## config.mk

```make
export PLATFORM = sky130hd
export DESIGN_NAME = color_manager_config_regs
export DESIGN_NICKNAME = d
export VERILOG_FILES = /design/src/rtl/color_manager_config_regs.sv
export SDC_FILE = /design/constraint.sdc
export NUM_CORES = 1
export LEC_CHECK = 0
export CELL_PAD_IN_SITES_DETAIL_PLACEMENT = 1
export CELL_PAD_IN_SITES_GLOBAL_PLACEMENT = 1
export CORE_MARGIN = 10
export CORE_UTILIZATION = 43
export CTS_BUF_LIST = sky130_fd_sc_hd__clkbuf_4
export CTS_CLUSTER_DIAMETER = 40
export DETAILED_ROUTE_END_ITERATION = 8
export GPL_ROUTABILITY_DRIVEN = 0
export MAX_ROUTING_LAYER = met4
export PLACE_DENSITY = 0.91
export REMOVE_ABC_BUFFERS = 1
export SLEW_MARGIN = 20
export SYNTH_ARGS = -nofsm -noshare
export SYNTH_HDL_FRONTEND = slang
export SYNTH_SLANG_ARGS = --single-unit
export TNS_END_PERCENT = 50
```

## constraint.sdc

```tcl
create_clock -name Clk -period 1.9 [get_ports Clk]
set_input_delay 0.38 -clock Clk [delete_from_list [all_inputs] [get_ports Clk]]
set_output_delay 0.38 -clock Clk [all_outputs]
set_load 0.01 [all_outputs]
```

## src/rtl/color_manager_config_regs.sv

```systemverilog
// Staged configuration register file for the Color Manager: accepts one write per
// handshake and commits it at a domain-safe point (UART idle, VGA frame end, color now).
module color_manager_config_regs #(
  parameter int                      C_ADDR_WIDTH       = 4,
  parameter int                      C_DATA_WIDTH       = 14,
  parameter logic [C_ADDR_WIDTH-1:0] ADDR_UART_BAUDRATE = 4'h1,
  parameter logic [C_ADDR_WIDTH-1:0] ADDR_UART_PARITY   = 4'h2,
  parameter logic [C_ADDR_WIDTH-1:0] ADDR_UART_STOP     = 4'h3,
  parameter logic [C_ADDR_WIDTH-1:0] ADDR_VGA_CONFIG    = 4'h4,
  parameter logic [C_ADDR_WIDTH-1:0] ADDR_VGA_QUADRAN   = 4'h5,
  parameter logic [C_ADDR_WIDTH-1:0] ADDR_VGA_COLOR     = 4'h6,
  parameter logic [2:0]              DEFAULT_BAUDRATE   = 3'd2,
  parameter logic [1:0]              DEFAULT_PARITY     = 2'd0,
  parameter logic                    DEFAULT_STOP       = 1'b0,
  parameter logic [1:0]              DEFAULT_RESOLUTION = 2'd0,
  parameter logic [1:0]              DEFAULT_QUADRAN    = 2'd0,
  parameter logic [C_DATA_WIDTH-1:0] DEFAULT_COLOR      = '0,
  parameter logic [15:0]             TIMEOUT_CYCLES     = 16'd50000
) (
  input  logic                    Clk,
  input  logic                    Rst_n,
  input  logic [C_ADDR_WIDTH-1:0] C_Addr,
  input  logic [C_DATA_WIDTH-1:0] C_Data,
  input  logic                    C_Valid,
  output logic                    C_Rdy,
  input  logic                    UART_Busy,
  input  logic                    VGA_Frame_End,
  output logic [2:0]              Baudrate_Cfg,
  output logic [1:0]              Parity_Cfg,
  output logic                    Stop_Cfg,
  output logic [1:0]              Resolution_Cfg,
  output logic [1:0]              Quadran_Cfg,
  output logic [C_DATA_WIDTH-1:0] Color_Cfg,
  output logic                    UART_Cfg_Update,
  output logic                    VGA_Cfg_Update,
  output logic                    Color_Update,
  output logic                    Addr_Error,
  output logic                    Timeout_Error
);

  typedef enum logic [1:0] {IDLE, WAIT_UART, WAIT_VGA, WAIT_COLOR} state_t;

  state_t                  state_reg;
  logic [C_ADDR_WIDTH-1:0] stage_addr_reg;
  logic [C_DATA_WIDTH-1:0] stage_data_reg;
  logic [15:0]             count_reg;
  logic                    commit_ok;
  logic                    timeout_hit;

  assign C_Rdy = (state_reg == IDLE);

  always_comb begin
    commit_ok = 1'b0;
    case (state_reg)
      WAIT_UART:  commit_ok = !UART_Busy;
      WAIT_VGA:   commit_ok = VGA_Frame_End;
      WAIT_COLOR: commit_ok = 1'b1;
      default:    commit_ok = 1'b0;
    endcase
  end

  // Counter holds the number of wait edges already spent; the last allowed edge sees T-1.
  assign timeout_hit = (state_reg != IDLE) && (count_reg == TIMEOUT_CYCLES - 16'd1);

  always_ff @(posedge Clk or negedge Rst_n) begin
    if (!Rst_n) begin
      state_reg       <= IDLE;
      stage_addr_reg  <= '0;
      stage_data_reg  <= '0;
      count_reg       <= '0;
      Baudrate_Cfg    <= DEFAULT_BAUDRATE;
      Parity_Cfg      <= DEFAULT_PARITY;
      Stop_Cfg        <= DEFAULT_STOP;
      Resolution_Cfg  <= DEFAULT_RESOLUTION;
      Quadran_Cfg     <= DEFAULT_QUADRAN;
      Color_Cfg       <= DEFAULT_COLOR;
      UART_Cfg_Update <= 1'b0;
      VGA_Cfg_Update  <= 1'b0;
      Color_Update    <= 1'b0;
      Addr_Error      <= 1'b0;
      Timeout_Error   <= 1'b0;
    end else begin
      UART_Cfg_Update <= 1'b0;
      VGA_Cfg_Update  <= 1'b0;
      Color_Update    <= 1'b0;
      Addr_Error      <= 1'b0;
      Timeout_Error   <= 1'b0;

      if (state_reg == IDLE) begin
        if (C_Valid) begin
          count_reg <= '0;
          if (C_Addr == ADDR_UART_BAUDRATE || C_Addr == ADDR_UART_PARITY ||
              C_Addr == ADDR_UART_STOP) begin
            stage_addr_reg <= C_Addr;
            stage_data_reg <= C_Data;
            state_reg      <= WAIT_UART;
          end else if (C_Addr == ADDR_VGA_CONFIG || C_Addr == ADDR_VGA_QUADRAN) begin
            stage_addr_reg <= C_Addr;
            stage_data_reg <= C_Data;
            state_reg      <= WAIT_VGA;
          end else if (C_Addr == ADDR_VGA_COLOR) begin
            stage_addr_reg <= C_Addr;
            stage_data_reg <= C_Data;
            state_reg      <= WAIT_COLOR;
          end else begin
            Addr_Error <= 1'b1;
          end
        end
      end else if (commit_ok) begin
        // Commit beats timeout when both land on the same edge.
        if (stage_addr_reg == ADDR_UART_BAUDRATE) Baudrate_Cfg   <= stage_data_reg[2:0];
        if (stage_addr_reg == ADDR_UART_PARITY)   Parity_Cfg     <= stage_data_reg[1:0];
        if (stage_addr_reg == ADDR_UART_STOP)     Stop_Cfg       <= stage_data_reg[0];
        if (stage_addr_reg == ADDR_VGA_CONFIG)    Resolution_Cfg <= stage_data_reg[1:0];
        if (stage_addr_reg == ADDR_VGA_QUADRAN)   Quadran_Cfg    <= stage_data_reg[1:0];
        if (stage_addr_reg == ADDR_VGA_COLOR)     Color_Cfg      <= stage_data_reg;
        UART_Cfg_Update <= (state_reg == WAIT_UART);
        VGA_Cfg_Update  <= (state_reg == WAIT_VGA);
        Color_Update    <= (state_reg == WAIT_COLOR);
        state_reg       <= IDLE;
      end else if (timeout_hit) begin
        stage_addr_reg <= '0;
        stage_data_reg <= '0;
        Timeout_Error  <= 1'b1;
        state_reg      <= IDLE;
      end else begin
        count_reg <= count_reg + 16'd1;
      end
    end
  end

endmodule
```

Word-level counts from Yosys, hierarchy flattened

Index checks and enable logic that the tools add are counted.

Flip-flop bits (word level): 65
Input port bits: 23
Output and inout port bits: 30
Logic and storage cells: 95

$add $sub $neg: 1
Equality and inequality tests: 20
Mux-type cells: 40
Bitwise gates (word level): 1
Reduce and logical (&&, ||, !) cells: 18

Operator list:

| kind                    | number |
|---|---|
| $mux W14                | 7 |
| $mux W16                | 4 |
| $mux W4                 | 7 |
| $eq A4 B3 Y1 const B    | 6 |
| $reduce_and A3 Y1       | 8 |
| $add A16 B1 Y16 const B | 1 |
| $eq A16 B16 Y1 const B  | 1 |
| $eq A4 B2 Y1 const B    | 4 |
| $mux W1                 | 14 |
| $mux W2                 | 7 |
| $eq A4 B1 Y1 const B    | 2 |
| $ne A2 B2 Y1 const B    | 3 |
| $eq A2 B2 Y1 const B    | 2 |
| $ne A4 B1 Y1 const B    | 1 |
| $reduce_and A4 Y1       | 1 |
| $reduce_bool A2 Y1      | 2 |
| $logic_or A1 B1 Y1      | 3 |
| $pmux W1 S3             | 1 |
| $reduce_bool A3 Y1      | 1 |
| $eq A2 B1 Y1 const B    | 1 |
| $logic_not A2 Y1        | 1 |
| $logic_and A1 B1 Y1     | 1 |
| $logic_not A1 Y1        | 1 |
| $not A1 Y1              | 1 |

Depth between registers and ports, before layout

Depth after elaboration: 6
Gate-level depth with buffers: 7
Gate-level depth less buffers: 5

Worst setup path before layout

OpenSTA, ideal clock, no wires.

Path type: reg-to-reg
From: reg state_reg[0]
To: reg Color_Cfg[0]
Library setup time: 125 ps
Arrival time: 1644 ps
Required time: 1775 ps
Path slack: 131 ps
Cell stages (with the launch flop): 7
Path buffers: 2
Clock period less this slack: 1769 ps
Path through: dfrtp_1 -> buf_2 -> nor2b_1 -> o211ai_1 -> nor3_2 -> buf_2 -> mux2_2

Word-level cells in the longest chain between the ends: 3
Elaborated cells on any way between the ends: 7
Classes of those cells: eq/ne: 3; mux: 1; bitwise: 1; reduce/logical: 2

RTL lines:

| what                                      | RTL line | RTL |
|---|---|---|
| start: declaration                        | 43       | `state_t state_reg;` |
| start signal: assignment                  | 67       | `state_reg <= IDLE;` |
| start signal: assignment                  | 96       | `state_reg <= WAIT_UART;` |
| start signal: assignment                  | 100      | `state_reg <= WAIT_VGA;` |
| $eq A2 B2 Y1 (tied with other cells)      | 54       | `case (state_reg)` |
| $pmux W1 S3 or $not A1 Y1 (tied branches) | --       |  |
| $reduce_and A3 Y1 (no source line) (*)    | --       |  |
| end signal: assignment                    | 116      | `if (stage_addr_reg == ADDR_VGA_COLOR) Color_Cfg <= stage_data_reg;` |
| end: declaration                          | 33       | `output logic [C_DATA_WIDTH-1:0] Color_Cfg,` |

Mark *: on every way between the ends. The rest lies on a longest branch, timed or not.
A chain may end at the register's enable or synchronous reset.

Worst setup path after layout

From: reg state_reg[0]
To: reg Color_Cfg[7]

Same word-level chain as after synthesis.

==> flow_summary.yaml <==
worst_setup_path:
  cp.required_ns: 2.21
  critPathLaunch: "state_reg[0]"
  startpoint_type: "flop"
  critPathArrivalTime_ns: 2.28
  crit_fanout: 8
  r2r-start: "state_reg[0]"
  critical_path.endpoint_type: "flop"
  worstSetupPathType: "reg -> reg"
route:
  vias: 2802
  drt_iter0_markers: 131
  routed_wl_um: 12170
  postRouteAntennaNets: 0
  drt_first_pass_iters: 5
  vias_per_cell: 6.013
  drt-wirelength-per-cell_um: 26.12
  drc: 0
final_layout:
  largest_register_ffs: 16
  layout-drive-gt1-share: 0.3270
  stdcell_count: 466
  fin_nets: 389
  syn2layout_area_growth_pct: 44.50
  diodes: 0
yosys:
  ys.flop_type: "dfrtp_1"
  synth_top_area_frac: 0.5338
  async_flop_share: 1.000
  synth-edff-count: 0
  synthTopCellsByArea: "dfrtp_1 53%, mux2_2 9.4%, a22oi_1 4.3%"
  syn_area_per_cell_um2: 11.24
  netlist_instances: 267
  netlist_area_um2: 3000
  ys_warn_count: 0
  synth_top_area_cell: "dfrtp_1"
  yosysSeqAreaShare: 0.5425
  yosysUniqueCellTypes: 49
  ys_ff_latch: 65
global_route:
  overflow: 0
  antenna_found_initial: 0
  grt_max_degree: 29
  grt_pass1_wl_um: 15460
  grt_pass1_vias: 2850
  track_usage: 0.1813
cts:
  root_buffer: "clkbuf_4"
  clkLatencyLatePin_ns: 0.43
  clock_path_buffers: 2
  cts_tree: "yes"
  cts.htree.levels: 3
  clock_sinks: 65
  clkTransAtPathRegs_ns: 0.14
  cts_made_buffers: 9
timing:
  setup_viol: 20
  period_minus_slack_ns: 1.969
  slew_viol_final: 0
  hold_viol_final: 0
  relSlewSlack: 0.6806
  fmax_mhz: 508.0
  fin_ws_ns: -0.06859
  worstMarginPinSlew_ns: 0.4791
  fin_worst_skew_ns: 0.02346
  finalCritPeriodShare: 1.036
  rsz0062_at_grt: "yes"
power_and_ir_drop:
  p_int_uw: 3208
  sequentialPowerShare: 0.422
  ir_worst_vdd_uv: 931.0
  p_sw_uw: 1542
  clockPowerShare: 0.266
  comb_power_share: 0.311
  swShare: 0.3246
  leakagePower_uw: 0.001902
  powerDensity_nw_per_um2: 1095
floorplan:
  start_util: 0.4416
  die_y_um: 103.5
  core_um2: 6794
  dieArea_um2: 10720
  io_pins: 53
  die_x_um: 103.5
  rows: 30
placed_design:
  dpl.hpwl_um: 6758
  dpl_worst_slack_ns: -0.2581
  place_inst: 433
  port_buffers: 52
flow_run:
  maxCapViolCount: 0
status:
  status: "complete, but fails checks"
  failed_checks: "negative setup slack"
hold_path:
  hold_class: "in -> async"
[stage by stage]
stage	setup TNS [ns]	total power, uW	util	hold slack (ns)	area [um2]
5_1_grt	-1.950	4937	0.6381	0.4407	4335
3_5_place_dp	-8.781	3259	0.5663	0.3575	3847
3_3_place_gp	-5.497	3135	0.5663	0.3523	3847
4_1_cts	0	4485	0.6037	0.4393	4101
2_1_floorplan	-0.09499	2414	-	0.08441	2937
6_report	-0.6926	4749	0.6381	0.4192	4335
[area by class of cell]
class | count | area [um2]
Multi-Input combinational cell | 170 | 1389
Fill cell | 669 | 2459
Clock buffer | 9 | 67.56
Sequential cell | 65 | 1633
Inverter | 21 | 78.83
Timing Repair Buffer | 98 | 928.4
Clock inverter | 7 | 118.9
Tap cell | 96 | 120.1
[logic make-up (layout without fill, tap and decap cells)]
kind of cell / count (synthesis) / count (layout) / share of synthesized area
flip-flops: 65 / 65 / 0.5425
buffers and inverters: 33 / 135 / 0.04754
multiplexers: 30 / 30 / 0.1109
AO/OA/AOI/OAI: 70 / 71 / 0.1493
adder cells (fa/ha/maj): 1 / 1 / 0.004169
AND/OR/NAND/NOR: 68 / 68 / 0.1455
[synth_stat cells, drive strengths merged (4+ instances only)]
master / number
dfrtp: 64
mux2: 26
o21ai: 23
inv: 21
a22oi: 17
a21oi: 12
nand2: 9
buf: 8
nand3: 8
nor2: 6
or3: 6
or4: 6
nand4: 5
nor3: 5
and3: 4
clkbuf: 4
mux2i: 4
o31ai: 4
[placed cells by master (no fill, tap or decap), types with 6 or more instances in the layout]
cell type / Yosys / routed
dfrtp_1: 64 / 60
clkdlybuf4s50_1: 0 / 49
buf_4: 1 / 39
inv_1: 21 / 21
o21ai_0: 23 / 21
a22oi_1: 17 / 16
mux2_4: 0 / 15
mux2_2: 25 / 11
a21oi_1: 12 / 9
clkbuf_4: 0 / 9
nand3_1: 8 / 8
nand2_1: 8 / 8
nor2_1: 6 / 6
[what timing repair did]
action	4_1_cts	5_1_grt
gates resized for setup	6	40
endpoints found under the hold margin	16	0
hold buffers	1	0
setup endpoints to repair	4	48
gates cloned	0	2
buffers inserted	7	7
pin swaps	2	12
[critical path, cell delays in order (launching register included)]
cell and delay [ns]:
dfrtp_1 0.46, buf_6 0.17, nor2b_4 0.17, o211ai_1 0.18, nor3_4 0.34, clkbuf_16 0.23
mux2_4 0.30
[metal layers]
metal	up-vias	routed length, um	global-route usage
li1	1183	-	-
met1	1465	4810	0.1998
met2	117	6234	0.3158
met3	37	686	0.04895
met4	0	439	0.04637
met5	-	0	-
[power groups by stage]
stage,Sequential (uW),Clock [uW],Combinational [uW]
after floorplan,2010,0,404
after global placement,1940,0,1200
after detailed placement,1980,0,1280
after CTS,1950,1230,1300
after global routing,2040,1320,1570
final,2010,1260,1480
[final timing paths]
kind,endpoint,slack [ns],cells after the start
setup / recovery,Color_Cfg[7],-0.07,6
hold / removal,count_reg[14],0.42,2
setup reg to reg,Color_Cfg[7],-0.07,6
hold reg to reg,Color_Cfg[8],0.53,1
max in group asynchronous,count_reg[6],0.78,3
min in group Clk,Color_Cfg[8],0.53,1
Power figures use the tool's default switching activity.
